$ cat config.mk
export PLATFORM = sky130hd
export DESIGN_NAME = instr_prefetch_queue
export DESIGN_NICKNAME = d
export VERILOG_FILES = /design/src/rtl/ipq_pkg.sv /design/src/rtl/ipq_fifo.sv /design/src/rtl/instr_prefetch_queue.sv
export SDC_FILE = /design/constraint.sdc
export NUM_CORES = 1
export LEC_CHECK = 0
export CAP_MARGIN = 20
export CORE_MARGIN = 5
export CORE_UTILIZATION = 50
export DETAILED_ROUTE_END_ITERATION = 8
export DONT_BUFFER_PORTS = 1
export PLACE_DENSITY = 0.66
export SLEW_MARGIN = 10
export SYNTH_ARGS = -nofsm -noshare
export SYNTH_HDL_FRONTEND = slang
export SYNTH_SLANG_ARGS = --single-unit
$ cat constraint.sdc
create_clock -name clk -period 37.1 [get_ports clk]
set_clock_uncertainty 0.05 [all_clocks]
set_input_delay 3.71 -clock clk [delete_from_list [all_inputs] [get_ports clk]]
set_output_delay 3.71 -clock clk [all_outputs]
set_load 0.02 [all_outputs]
$ cat src/rtl/ipq_pkg.sv
// rtl/ipq_pkg.sv - shared constants and types for the instruction prefetch queue
package ipq_pkg;

  // Fetch stride in bytes; every instruction is one 32-bit word.
  localparam int INSTR_BYTES = 4;

  // Default address and instruction widths used by the top-level parameters.
  localparam int IPQ_ADDR_W = 32;
  localparam int IPQ_DATA_W = 32;

  // RUN: every response belongs to the current stream.
  // DRAIN: responses for requests issued before a redirect are still in flight and get dropped.
  typedef enum logic {
    ST_RUN   = 1'b0,
    ST_DRAIN = 1'b1
  } ipq_state_e;

  // Queue entry layout at the default widths: PC in the upper field, instruction below it.
  typedef struct packed {
    logic [IPQ_ADDR_W-1:0] pc;
    logic [IPQ_DATA_W-1:0] instr;
  } ipq_entry_t;

endpackage

$ cat src/rtl/ipq_fifo.sv
// rtl/ipq_fifo.sv - synchronous FIFO with push, pop, flush and occupancy count
module ipq_fifo #(
  parameter int DEPTH = 4,
  parameter int WIDTH = 32
) (
  input  logic                       clk,
  input  logic                       reset,
  input  logic                       push,
  input  logic [WIDTH-1:0]           push_data,
  input  logic                       pop,
  input  logic                       flush,
  output logic [WIDTH-1:0]           head_data,
  output logic [$clog2(DEPTH+1)-1:0] count
);

  localparam int PW = $clog2(DEPTH);
  localparam int CW = $clog2(DEPTH + 1);

  logic [WIDTH-1:0] mem_q [DEPTH];
  logic [WIDTH-1:0] mem_d [DEPTH];
  logic [PW-1:0]    rd_ptr_q, rd_ptr_d;
  logic [PW-1:0]    wr_ptr_q, wr_ptr_d;
  logic [CW-1:0]    count_q, count_d;
  logic             do_push, do_pop;

  // Next state: pop only when non-empty, push into a full FIFO only alongside a pop, flush empties everything.
  always_comb begin
    do_pop   = pop && (count_q != '0);
    do_push  = push && ((count_q != CW'(DEPTH)) || do_pop);
    mem_d    = mem_q;
    rd_ptr_d = rd_ptr_q;
    wr_ptr_d = wr_ptr_q;
    count_d  = count_q;
    if (flush) begin
      rd_ptr_d = '0;
      wr_ptr_d = '0;
      count_d  = '0;
    end else begin
      if (do_push) begin
        mem_d[wr_ptr_q] = push_data;
        wr_ptr_d        = wr_ptr_q + PW'(1);
      end
      if (do_pop) begin
        rd_ptr_d = rd_ptr_q + PW'(1);
      end
      count_d = count_q + CW'(do_push) - CW'(do_pop);
    end
  end

  // Storage and pointer registers; storage is cleared so the head never reads as unknown.
  always_ff @(posedge clk or posedge reset) begin
    if (reset) begin
      for (int i = 0; i < DEPTH; i++) begin
        mem_q[i] <= '0;
      end
      rd_ptr_q <= '0;
      wr_ptr_q <= '0;
      count_q  <= '0;
    end else begin
      mem_q    <= mem_d;
      rd_ptr_q <= rd_ptr_d;
      wr_ptr_q <= wr_ptr_d;
      count_q  <= count_d;
    end
  end

  assign head_data = mem_q[rd_ptr_q];
  assign count     = count_q;

endmodule

$ cat src/rtl/instr_prefetch_queue.sv
// rtl/instr_prefetch_queue.sv - in-order instruction fetch queue with redirect flush; optional IPQ_BYPASS_EN empty-queue bypass
module instr_prefetch_queue
  import ipq_pkg::*;
#(
  parameter int                DEPTH    = 4,
  parameter int                ADDR_W   = IPQ_ADDR_W,
  parameter int                DATA_W   = IPQ_DATA_W,
  parameter logic [ADDR_W-1:0] RESET_PC = '0
) (
  input  logic              clk,
  input  logic              reset,
  input  logic              redirect_valid,
  input  logic [ADDR_W-1:0] redirect_pc,
  output logic              imem_req_valid,
  input  logic              imem_req_ready,
  output logic [ADDR_W-1:0] imem_req_addr,
  input  logic              imem_rsp_valid,
  input  logic [DATA_W-1:0] imem_rsp_data,
  output logic              out_valid,
  input  logic              out_ready,
  output logic [DATA_W-1:0] out_instr,
  output logic [ADDR_W-1:0] out_pc
);

  localparam int CW = $clog2(DEPTH + 1);
  localparam int SW = CW + 1;

  // Same field order as ipq_entry_t, sized to this instance.
  typedef struct packed {
    logic [ADDR_W-1:0] pc;
    logic [DATA_W-1:0] instr;
  } entry_t;

  ipq_state_e        state_q, state_d;
  logic [ADDR_W-1:0] fetch_pc_q, fetch_pc_d;
  logic [CW-1:0]     outstanding_q, outstanding_d;
  logic [CW-1:0]     drop_cnt_q, drop_cnt_d;

  logic [CW-1:0]     q_count, trk_count;
  entry_t            q_head, q_push_entry;
  logic [ADDR_W-1:0] trk_head;
  logic              q_push, q_pop, trk_pop;
  logic              req_fire, rsp_live, drop_rsp, bypass_fire, q_nonempty;

  // Request side: queue plus in-flight requests stay within DEPTH; no issue during reset or a redirect.
  always_comb begin
    imem_req_valid = !reset && !redirect_valid &&
                     (({1'b0, q_count} + {1'b0, outstanding_q}) < SW'(DEPTH));
    imem_req_addr  = fetch_pc_q;
    req_fire       = imem_req_valid && imem_req_ready;
    rsp_live       = imem_rsp_valid && (outstanding_q != '0);
  end

`ifdef IPQ_BYPASS_EN
  // A current-stream response skips the empty queue when the decoder can take it right now.
  assign bypass_fire = rsp_live && !drop_rsp && !redirect_valid && !reset &&
                       (q_count == '0) && out_ready && (trk_count != '0);
`else
  assign bypass_fire = 1'b0;
`endif

  // Fetch PC, in-flight accounting and response routing; a redirect overrides all but reset.
  always_comb begin
    fetch_pc_d    = fetch_pc_q;
    outstanding_d = outstanding_q + CW'(req_fire) - CW'(rsp_live);
    drop_cnt_d    = drop_cnt_q;
    q_push        = 1'b0;
    trk_pop       = 1'b0;
    if (redirect_valid) begin
      // Everything still in flight after this cycle belongs to the abandoned stream.
      fetch_pc_d = redirect_pc;
      drop_cnt_d = outstanding_d;
    end else begin
      if (req_fire) begin
        fetch_pc_d = fetch_pc_q + ADDR_W'(INSTR_BYTES);
      end
      if (rsp_live) begin
        if (drop_rsp) begin
          drop_cnt_d = drop_cnt_q - CW'(1);
        end else if (trk_count != '0) begin
          trk_pop = 1'b1;
          q_push  = !bypass_fire;
        end
      end
    end
  end

  // Fetch PC and counter registers.
  always_ff @(posedge clk or posedge reset) begin
    if (reset) begin
      fetch_pc_q    <= RESET_PC;
      outstanding_q <= '0;
      drop_cnt_q    <= '0;
    end else begin
      fetch_pc_q    <= fetch_pc_d;
      outstanding_q <= outstanding_d;
      drop_cnt_q    <= drop_cnt_d;
    end
  end

  // FSM state register.
  always_ff @(posedge clk or posedge reset) begin
    if (reset) begin
      state_q <= ST_RUN;
    end else begin
      state_q <= state_d;
    end
  end

  // FSM next state: DRAIN for as long as stale responses remain to be discarded.
  always_comb begin
    state_d = (drop_cnt_d != '0) ? ST_DRAIN : ST_RUN;
  end

  // FSM outputs: responses arriving while draining are stale.
  always_comb begin
    drop_rsp = (state_q == ST_DRAIN);
  end

  // Decoder side: queue head first, bypass only when empty, idle outputs read as zero.
  always_comb begin
    q_nonempty = (q_count != '0);
    out_valid  = q_nonempty || bypass_fire;
    out_instr  = '0;
    out_pc     = '0;
    if (q_nonempty) begin
      out_instr = q_head.instr;
      out_pc    = q_head.pc;
    end else if (bypass_fire) begin
      out_instr = imem_rsp_data;
      out_pc    = trk_head;
    end
    q_pop = q_nonempty && out_ready;
  end

  assign q_push_entry = '{pc: trk_head, instr: imem_rsp_data};

  ipq_fifo #(
    .DEPTH (DEPTH),
    .WIDTH ($bits(entry_t))
  ) u_data_q (
    .clk       (clk),
    .reset     (reset),
    .push      (q_push),
    .push_data (q_push_entry),
    .pop       (q_pop),
    .flush     (redirect_valid),
    .head_data (q_head),
    .count     (q_count)
  );

  // Tracks the PC of every current-stream request still waiting for its response.
  ipq_fifo #(
    .DEPTH (DEPTH),
    .WIDTH (ADDR_W)
  ) u_pc_trk (
    .clk       (clk),
    .reset     (reset),
    .push      (req_fire),
    .push_data (fetch_pc_q),
    .pop       (trk_pop),
    .flush     (redirect_valid),
    .head_data (trk_head),
    .count     (trk_count)
  );

endmodule

==> Yosys cells after proc, flatten, opt, wreduce, memory -nomap -nowiden <==
Index checks and enable logic that the tools add are counted.
{ "totals": {"ff_bits": 437, "out_inout_bits": 98, "word_cells": 105} }
{ "op_classes": {"add_sub_neg": 13, "order_cmp": 7, "n_eq_ne": 2, "n_mux": 34, "bitwise": 5, "n_reduce_logical": 26} }
{ "op_table": {"columns": ["cell", "count"], "rows": [
  ["256-bit bitwise mux", 1],
  ["32-bit two-way mux", 7],
  ["64-bit two-way mux", 3],
  ["64-bit binary-select mux with 2-bit select", 1],
  ["128-bit bitwise mux", 1],
  ["64-bit demux with 2-bit select", 1],
  ["32-bit binary-select mux with 2-bit select", 1],
  ["32-bit demux with 2-bit select", 1],
  ["32-bit by 3-bit adder with 32-bit output (second input constant)", 1],
  ["2-bit two-way mux", 8],
  ["3-bit two-way mux", 5],
  ["3-bit >= comparator (second input constant)", 4],
  ["2-bit inverter with 3-bit output", 4],
  ["3-bit nonzero test", 4],
  ["1-bit logical AND", 11],
  ["2-bit nonzero test", 5],
  ["3-bit by 1-bit adder with 3-bit output", 3],
  ["3-bit by 1-bit subtractor with 3-bit output", 3],
  ["2-bit by 1-bit adder with 2-bit output (second input constant)", 4],
  ["3-bit by 1-bit < comparator with 1-bit output (second input constant)", 2],
  ["3-bit != test (second input constant)", 2],
  ["1-bit two-way mux", 5],
  ["3-bit by 3-bit adder with 4-bit output", 1],
  ["4-bit by 3-bit < comparator with 1-bit output (second input constant)", 1],
  ["5 further kinds", 8]
]} }

==> Depth between registers and ports, before layout <==
Gate-level depths: netlist (run 1).
{ "depth": {"depth_word": 11, "ltp_mapped": 14, "depth_no_buf": 12} }

==> Hierarchy <==
Synthesis (run 1) repeated with hierarchy kept, for this count alone.
{ "hier_totals": {"cells_unflattened": 1353, "hier_area_um2": 21533.2} }
{ "modules_own_cells": {"columns": ["module", "n_inst", "cells_each", "area_per_inst_um2", "seq_area_each_um2"], "rows": [
  ["ipq_fifo (u_data_q)", 1, 663, 12416.9, 6581.3],
  ["ipq_fifo (u_pc_trk)", 1, 357, 6357.3, 3378.2],
  ["instr_prefetch_queue", 1, 333, 2758.9, 975.9]
]} }

==> Least setup slack after synthesis (run 1) <==
OpenSTA, ideal clock, no wires.
{ "synth_path": {"kind": "input -> output", "startpoint": "in redirect_valid", "endpoint": "out imem_req_valid", "arrival_time_ns": 4.317, "setup_slack_ns": 29.023, "cell_stages": 3, "n_path_buf": 1, "path_cell_list": "inv_1 > clkbuf_1 > and3_1"} }
{ "synth_between": {"elab_chain_cells": 3} }
{ "synth_lines": {"columns": ["item", "line_no", "source"], "rows": [
  ["from (decl)", "instr_prefetch_queue.sv:12", "input logic redirect_valid,"],
  ["1-bit logical NOT", "instr_prefetch_queue.sv:47", "imem_req_valid = !reset && !redirect_valid &&"],
  ["1-bit logical AND (2 in series)", "instr_prefetch_queue.sv:47", null],
  ["to (decl)", "instr_prefetch_queue.sv:14", "output logic imem_req_valid,"]
]} }
No other way between the ends.

==> Worst setup path after layout (run 1) <==
{ "layout_path": {"startpoint": "in reset", "endpoint": "out imem_req_valid"} }
{ "layout_between": {"elab_chain_cells": 3} }
{ "layout_lines": {"columns": ["item", "line_no", "source"], "rows": [
  ["from (decl)", "instr_prefetch_queue.sv:11", "input logic reset,"],
  ["1-bit logical NOT (no source line)", null, null],
  ["1-bit logical AND (2 in series)", "instr_prefetch_queue.sv:47", null]
]} }
No other way between the ends.

==> results of run 1 <==
synth_stat cells (8+ instances only):
cell      number  area share [%]
mux2_2       378              21
dfrtp_1      437              55
clkbuf_1      42            0.79
mux2_1         9            0.51
nor2_1        17            0.32
nand4_1       11            0.35
inv_1         21            0.40
and2_1        68             2.1
ha_1          18             1.1
xor2_1        15            0.66
o21ai_0       23            0.58
buf_2         39            0.98
o211ai_1      10            0.38
buf_1         11            0.21
xnor2_1        8            0.35
and3_1         8            0.25
nand3_1       18            0.45
nand2_1       46            0.87
mux4_2        96              11
registers in the layout, summed over array words and instances, names as in the netlist:
name,flops
u_data_q.mem_q,256
u_pc_trk.mem_q,128
imem_req_addr,32
drop_cnt_q,3
outstanding_q,3
u_data_q.count,3
u_pc_trk.count,3
u_data_q.rd_ptr_q,2
u_data_q.wr_ptr_q,2
u_pc_trk.rd_ptr_q,2
u_pc_trk.wr_ptr_q,2
drop_rsp,1
stage by stage:
step / hold WS [ns] / setup slack [ns] / util (%) / total power [uW] / cell area (um^2)
floorplan: 0.409 / 21.17 / - / 801 / 19900
global placement: 0.419 / 28.97 / 51.5 / 862 / 20400
detailed placement: 0.430 / 28.95 / 51.5 / 873 / 20400
CTS: 0.443 / 28.95 / 55.5 / 1340 / 21900
global route: 0.457 / 28.90 / 55.6 / 1390 / 22000
finish: 0.436 / 28.96 / 55.6 / 1320 / 22000
kinds of logic after synthesis:
logic type                 after synthesis  synth area share (%)
muxes                                  486                  32.9
DFF                                    437                  54.9
and+or+nand+nor                        197                  5.43
buffers and inverters                  114                  2.39
AOI/OAI and AO/OA                       59                  2.03
xor gates and xnor gates                23                  1.01
adders and majority gates               21                  1.43
power by group through the flow:
stage	registers [uW]	logic, uW	clock network [uW]
2_1_floorplan	586	215	0
3_3_place_gp	609	252	0
3_5_place_dp	613	259	0
4_1_cts	605	260	479
5_1_grt	614	282	498
6_report	604	255	465
worst min-delay path by stage:
stage                               startpoint                               to  slack [ns]
2_1_floorplan   u_pc_trk.mem_q[39]$_DFFE_PP0P_   u_pc_trk.mem_q[39]$_DFFE_PP0P_        0.41
3_3_place_gp   u_pc_trk.mem_q[106]$_DFFE_PP0P_  u_pc_trk.mem_q[106]$_DFFE_PP0P_        0.42
3_5_place_dp    u_pc_trk.mem_q[73]$_DFFE_PP0P_   u_pc_trk.mem_q[73]$_DFFE_PP0P_        0.43
4_1_cts         u_pc_trk.mem_q[73]$_DFFE_PP0P_   u_pc_trk.mem_q[73]$_DFFE_PP0P_        0.44
5_1_grt         u_pc_trk.mem_q[73]$_DFFE_PP0P_   u_pc_trk.mem_q[73]$_DFFE_PP0P_        0.46
6_report        u_pc_trk.mem_q[10]$_DFFE_PP0P_   u_pc_trk.mem_q[10]$_DFFE_PP0P_        0.44
routing by layer:
metal  global-route usage, %  up-vias
li1                        -     4858
met1                    27.4     5854
met2                    31.1      223
met3                    4.42       51
met4                    3.87        0
met5                       0        -
final cells by class:
type	count	area, um^2
clock buffer	79	1470
clock inverter	11	96.3
fill	3213	17600
inverter	22	90.1
multi-input combinational	786	8550
sequential	437	10900
tap	525	657
timing repair buffer	18	168
layout by cell type (no fill, tap or decap), drive strengths merged, types with 5 or more instances in the layout:
cell    synthesis  layout
inv            22      25
mux2          387     387
clkbuf         42      79
nand2          50      50
nor2           17      17
xnor2           8       8
buf            50      18
and2           68      68
nand4          11      11
o311ai          6       6
clkinv          0       5
dfrtp         437     437
or3             7       7
and3            8       8
mux4           96      96
nand3          18      18
xor2           15      15
o211ai         10      10
o21ai          23      23
ha             18      18
==> results_dict.tcl, run 1 <==
set metrics [dict create \
    rows 73 \
    root_buffer "clkbuf_16" \
    coreArea_um2 39500 \
    num-nets-final 1404 \
    seq_power_share_pct 45.6 \
    antenna_found_initial 0 \
    cp_slowest_cell "and3_1" \
    grt.total_usage_pct 19.3 \
    highest_layer "met4" \
    min_path_cells 1 \
    reg2reg_slack_ns 33.50 \
    drt-initial-drc-count 536 \
    worst_pin_slew_ns 0.995 \
    totalWireLength_um 42000 \
    dr_total_vias 11000 \
    syn_area_um2 19900 \
    io_pins 168 \
    peakVddDrop_uv 44.6 \
    hold_path_class "reg -> reg" \
    cp_top_family "simple AND/OR/NAND/NOR gates" \
    crit_fanout 2 \
    worstRegToRegCells 13 \
    synth.distinct_cells 44 \
    maxCapViolations 0 \
    cts_hold_buffers 0 \
    dp_cells 1787 \
    cts_setup_buffers 0 \
    p_clk_share_pct 35.1 \
    area_growth_pct 10.2 \
    period_share_pct 21.9 \
    start_util_pct 50.4 \
    place.detailed.hpwl_um 25700 \
    path_class "in -> out" \
    cp.arrival_ns 4.38 \
    grt_pass1_wl_um 67900 \
    synth_cells 1337 \
    path_buf_inv 0 \
    synth.ff_latch_count 437 \
    cts_buffer_depth 3 \
    rr_endpoint "drop_rsp$_DFF_PP0_" \
    grt_pass1_vias 11700 \
    cp-start-kind "primary input" \
    tritoncts "done" \
    cp_data_required_time_ns 33.34 \
    power.leakage_uw 0.0105 \
    period_needed_ns 8.14 \
    synth_nets 1428 \
    met1Wirelength_um 18800 \
    worst_setup_path_end_kind "output pin" \
    crit_chain "nor4_1 -> and3_1" \
    max_freq_mhz 123 \
    clkLatencyLatePin_ns 0.57 \
    grt.overflow.total 0 \
    grt_max_degree 172 \
    wl_met2_um 20100 \
    cts.sinks 437 \
    dr.pass1.iters 4 \
    dr_wl_met3_um 2450 \
    p_per_area_nw_per_um2 60.3 \
    cp.depth 2 \
    finalSetupViolCount 0 \
    hold_viol 0 \
    route.detailed.wl_per_inst_um 22.4 \
    drc_errors 0 \
    synth-edff-count 0 \
    status "completed" \
    antenna_left 0 \
    dieArea_um2 44000 \
    ys_seq_area_share_pct 54.9 \
    setup_tns_ns 0 \
    ys_warn_count 0 \
    swShare_pct 28.5 \
    cts_resized 0 \
    clk_pin_slew_ns 0.06 \
    diodes 0 \
    layout-drive-gt1-share_pct 42.7 \
    htree_levels 2 \
    synth_ff_type "dfrtp_1" \
    crit_path_end "imem_req_valid" \
    vias_per_cell 5.85 \
    syn_avg_cell_area_um2 14.9 \
    crit_start "reset" \
    rsz0062_at_grt "no" \
    async_flop_share_pct 100 \
    die_h_um 210 \
    port-buffer-count 0 \
    gp_congestion 0.793 \
    p_switching_uw 377 \
    slew_headroom_pct 33.6 \
    cts_buffers 48 \
    crit_path_max_incr_delay_ns 0.34 \
    final_cells 1878 \
    drv_slew 0 \
    r2r_start "outstanding_q[2]$_DFF_PP0_" \
    p_int_uw 947 \
    die_width_um 210 \
    power_frac_comb_pct 19.2 \
]
Note: power is estimated with default switching activity, not from simulation.
==> run 2: changes to the inputs <==
PLACE_DENSITY = 0.69   (was 0.66)
clock period = 6.6 ns   (was 37.1 ns; I/O delays follow)
==> results_dict.tcl, run 2 (synthesized netlist as in run 1, its figures left out) <==
set metrics [dict create \
    vias_per_cell 5.90 \
    nFillCells 3188 \
    crit_path_max_incr_delay_ns 0.92 \
    grt_pass1_vias 11800 \
    area_growth_pct 9.59 \
    clkLatencyLatePin_ns 0.56 \
    cts_hold_buffers 0 \
    route.detailed.wl_per_inst_um 22.4 \
    cts_setup_buffers 0 \
    power.leakage_uw 0.0104 \
    peakVddDrop_uv 318 \
    p_per_area_nw_per_um2 337 \
    die_h_um 210 \
    fin_util_pct 55.2 \
    dieArea_um2 44000 \
    grt.overflow.total 0 \
    cts.sinks 437 \
    clk_pin_slew_ns 0.06 \
    tritoncts "done" \
    path_class "reg -> out" \
    dr_total_vias 11000 \
    period_needed_ns 3.73 \
    crit_chain "buf_4 -> mux4_2 -> and2_1" \
    period_share_pct 56.5 \
    die_width_um 210 \
    antenna_left 0 \
    slew_headroom_pct 25.6 \
    final_cell_mix "434 x dfrtp_1, 378 x mux2_2, 96 x mux4_2, 68 x and2_1, 47 x clkbuf_16" \
    finalSetupViolCount 0 \
    largest_register_ffs 256 \
    dr.pass1.iters 4 \
    drt-initial-drc-count 620 \
    cts_buffer_depth 3 \
    cts_buffers 47 \
    start_util_pct 50.4 \
    place.detailed.hpwl_um 25300 \
    final_common_cell "dfrtp_1" \
    cp_data_required_time_ns 5.89 \
    hold_viol 0 \
    worst_setup_path_end_kind "output pin" \
    power_uw 7360 \
    regMostFlops "u_data_q.mem_q" \
    cp_slowest_cell "dfrtp_4" \
    antenna_found_initial 1 \
    layout-drive-gt1-share_pct 42.7 \
    root_buffer "clkbuf_16" \
    post-place-ws_ns 3.11 \
    crit_fanout 35 \
    cp-start-kind "flip-flop" \
    multi_input_area_um2 8550 \
    totalWireLength_um 41700 \
    grt.total_usage_pct 19.4 \
    io_pins 168 \
    hold_path_class "in -> reg" \
    htree_levels 2 \
    port-buffer-count 0 \
    status "completed" \
    max_freq_mhz 268 \
    num-nets-final 1404 \
    cp.arrival_ns 3.02 \
    rsz0062_at_grt "no" \
    diodes 0 \
    drv_slew 0 \
    coreArea_um2 39500 \
    grt_max_degree 157 \
    cts_resized 0 \
    worst_pin_slew_ns 1.12 \
    seq_area_um2 10900 \
    drc_errors 0 \
    layout_setup_ws_ns 2.87 \
    gp_congestion 0.771 \
    grt_pass1_wl_um 68200 \
    rows 73 \
    maxCapViolations 0 \
]
run 2: layer usage:
layer | share of wire [%] | GRT usage [%] | up-vias
li1 | - | - | 4862
met1 | 45 | 27.4 | 5871
met2 | 48 | 30.9 | 217
met3 | 5.5 | 4.48 | 60
met4 | 1.7 | 4.64 | 2
met5 | 0.036 | 0 | -
run 2: metrics by stage:
| stage | hold slack, ns | cell area [um^2] | cells | TNS (ns) |
|---|---|---|---|---|
| global placement | 0.419 | 20400 | 1789 | 0 |
| finish | 0.115 | 21800 | 1866 | 0 |
| CTS | 0.0748 | 21800 | 1866 | 0 |
| floorplan | 0.409 | 19900 | 1337 | -5.81 |
| global route | 0.0754 | 21800 | 1866 | 0 |
| detailed placement | 0.431 | 20400 | 1789 | 0 |
run 2: critical path, delay by kind of cell, from the launching register on:
kind / cells / cell delay [ns]
flip-flops: 1 / 0.92
buffers and inverters: 1 / 0.65
multiplexers: 1 / 0.61
AND/OR/NAND/NOR: 1 / 0.25
run 2: where the power goes:
part	internal, uW	total [uW]	switching [uW]
clock	1500	2530	1030
combinational	700	1430	729
sequential	3060	3400	340
total	5260	7360	2100
run 2: worst paths after layout:
path,endpoint,cells past startpoint,start,slack (ns)
setup / recovery,out_instr[12],3,u_data_q.rd_ptr_q[1]$_DFFE_PP0P_,2.87
setup reg to reg,drop_rsp$_DFF_PP0_,13,outstanding_q[2]$_DFF_PP0_,3.06
hold reg to reg,u_pc_trk.mem_q[39]$_DFFE_PP0P_,1,u_pc_trk.mem_q[39]$_DFFE_PP0P_,0.44
min in group asynchronous,outstanding_q[2]$_DFF_PP0_,2,reset,0.19
hold / removal,u_pc_trk.rd_ptr_q[0]$_DFFE_PP0P_,1,redirect_valid,0.11
max in group asynchronous,u_data_q.rd_ptr_q[1]$_DFFE_PP0P_,3,reset,4.62
run 2: cell type report:
cell class | count | share of cell area [%]
clock buffer | 64 | 6.00
tap | 525 | 3.01
multi-input combinational | 786 | 39.1
clock inverter | 13 | 0.687
sequential | 437 | 50.1
timing repair buffer | 19 | 0.710
inverter | 22 | 0.395
==> run 3: changes to the inputs <==
ABC_AREA = 1   (was default)
PLACE_DENSITY = 0.66   (was 0.69)
clock period = 3.9 ns   (was 6.6 ns; I/O delays follow)
==> results_dict.tcl, run 3 <==
set metrics [dict create \
    placed_area_um2 21300 \
    cts_hold_buffers 65 \
    fin_util_pct 56.5 \
    cts_buffer_depth 3 \
    antenna_left 0 \
    worst_pin_slew_ns 0.934 \
    synth.ff_latch_count 437 \
    tritoncts "done" \
    synth_commonest_cells "714 x nand2_1, 437 x dfrtp_1, 382 x nor2_1, 256 x o21ai_1, 202 x o21ai_0" \
    multi_input_area_um2 8860 \
    ys_seq_area_share_pct 51.4 \
    grt.overflow.total 0 \
    post-synth-top-area-cell "dfrtp_1" \
    antenna_found_initial 0 \
    largest_register_ffs 256 \
    place.detailed.hpwl_um 34000 \
    yosysMostFrequentCell "nand2_1" \
    min_path_cells 3 \
    root_buffer "clkbuf_16" \
    area_growth_pct 11.6 \
    synth_nets 2758 \
    rr_endpoint "u_pc_trk.mem_q[120]$_DFFE_PP0P_" \
    nFillCells 3853 \
    vias_per_cell 5.67 \
    power.leakage_uw 0.0112 \
    gp_congestion 0.849 \
    path_class "reg -> out" \
    die_width_um 216 \
    worstRegToRegCells 10 \
    r2r_start "outstanding_q[2]$_DFF_PP0_" \
    cts_resized 0 \
    clkLatencyLatePin_ns 0.58 \
    cp.arrival_ns 2.64 \
    grt.total_usage_pct 24.8 \
    cp-start-kind "flip-flop" \
    diodes 0 \
    worst_hold_path.endpoint "u_data_q.rd_ptr_q[0]$_DFFE_PP0P_" \
    post-place-ws_ns 1.16 \
    totalWireLength_um 58600 \
    synth-edff-count 0 \
    synth_ff_type "dfrtp_1" \
    cts.sinks 437 \
    drv_slew 0 \
    async_flop_share_pct 100 \
    final_common_cell "nand2_1" \
    hold_viol 0 \
    io_pins 168 \
    maxCapViolations 0 \
    power_uw 14600 \
    holdWs_ns 0.0486 \
    hold_path_class "in -> reg" \
    cp_data_required_time_ns 3.46 \
    final_cell_mix "714 x nand2_1, 434 x dfrtp_1, 381 x nor2_1, 256 x o21ai_1, 202 x o21ai_0" \
    dr.pass1.iters 6 \
    crit_fanout 65 \
    drt-initial-drc-count 1845 \
    synth_top_area_share_pct 51.4 \
    regMostFlops "u_data_q.mem_q" \
    clk_pin_slew_ns 0.06 \
    htree_levels 2 \
    period_needed_ns 3.08 \
    min_from "redirect_valid" \
    layout-drive-gt1-share_pct 5.56 \
    start_util_pct 50.6 \
    synth_cells 2667 \
    finalInstanceArea_um2 23700 \
    grt_max_degree 131 \
    syn_avg_cell_area_um2 7.97 \
    route.detailed.wl_per_inst_um 18.4 \
    grt_pass1_vias 17700 \
    rows 75 \
    syn_area_um2 21300 \
    max_freq_mhz 325 \
    cts_setup_buffers 0 \
    coreArea_um2 42000 \
    slew_headroom_pct 37.7 \
    peakVddDrop_uv 399 \
    rsz0062_at_grt "no" \
    dr_total_vias 18000 \
    p_per_area_nw_per_um2 615 \
    cts_buffers 49 \
    synth.distinct_cells 35 \
    finalSetupViolCount 0 \
    drc_errors 0 \
    ys_warn_count 0 \
    die_h_um 216 \
    seq_area_um2 10900 \
    yosys-top-cells-area "dfrtp_1 51%, nand2_1 13%, nor2_1 6.7%" \
    grt_pass1_wl_um 95700 \
    reg2reg_slack_ns 1.16 \
    period_share_pct 78.9 \
    status "completed" \
    dieArea_um2 46800 \
    worst_setup_path_end_kind "output pin" \
    layout_setup_ws_ns 0.822 \
    port-buffer-count 0 \
    num-nets-final 2694 \
]
==> run 3: cells by family (layout without fill, tap and decap cells) <==
family	count (synthesis)	in the layout	synth area share [%]
adder cells (fa/ha/maj)	21	21	1.34
XOR/XNOR	15	15	0.618
buffers and inverters	320	296	6.96
AND/OR/NAND/NOR	1299	1299	25.3
flip-flops	437	437	51.4
AO/OA/AOI/OAI	575	575	14.3
==> run 3: worst max-delay path, cell delays in order (launching register included) <==
cell     delay (ns)
dfrtp_1        0.44
or2_2          0.36
nor2_4         0.10
buf_4          0.70
a21oi_1        0.41
==> run 3: metal layers <==
metal,GRT usage [%],wire [um],up-vias
li1,-,-,8663
met1,34.2,25800,8681
met2,40.8,27500,613
met3,4.55,4030,80
met4,6.53,1310,0
met5,0,0,-
==> run 3: worst max-delay path by stage <==
stage	slack, ns	from	endpoint	cells after the start
floorplan	-2.44	reset	drop_cnt_q[0]$_DFF_PP0_	1
global placement	1.21	outstanding_q[2]$_DFF_PP0_	u_pc_trk.mem_q[106]$_DFFE_PP0P_	10
detailed placement	1.16	outstanding_q[2]$_DFF_PP0_	u_pc_trk.mem_q[120]$_DFFE_PP0P_	10
finish	0.82	u_data_q.count[1]$_DFF_PP0_	out_pc[19]	4
global route	0.75	u_data_q.rd_ptr_q[0]$_DFFE_PP0P_	out_pc[16]	4
CTS	0.80	u_data_q.count[1]$_DFF_PP0_	out_pc[19]	4
==> run 3: per-stage QoR <==
step	std cells	setup TNS, ns
after floorplan	2667	-1067.72
after global placement	3025	0
after detailed placement	3025	0
after CTS	3181	0
after global routing	3182	0
final	3182	0
==> run 3: final cells by class <==
| type | instances | share of cell area (%) |
|---|---|---|
| Timing Repair Buffer | 107 | 4.96 |
| Clock buffer | 73 | 6.14 |
| Multi-Input combinational cell | 1910 | 37.3 |
| Inverter | 98 | 1.58 |
| Tap cell | 539 | 2.84 |
| Sequential cell | 437 | 46.1 |
| Clock inverter | 18 | 1.07 |
==> run 3: where the power goes <==
group          internal, uW  switching [uW]
clock                  2980            1870
sequential             5190             654
combinational          1110            2790
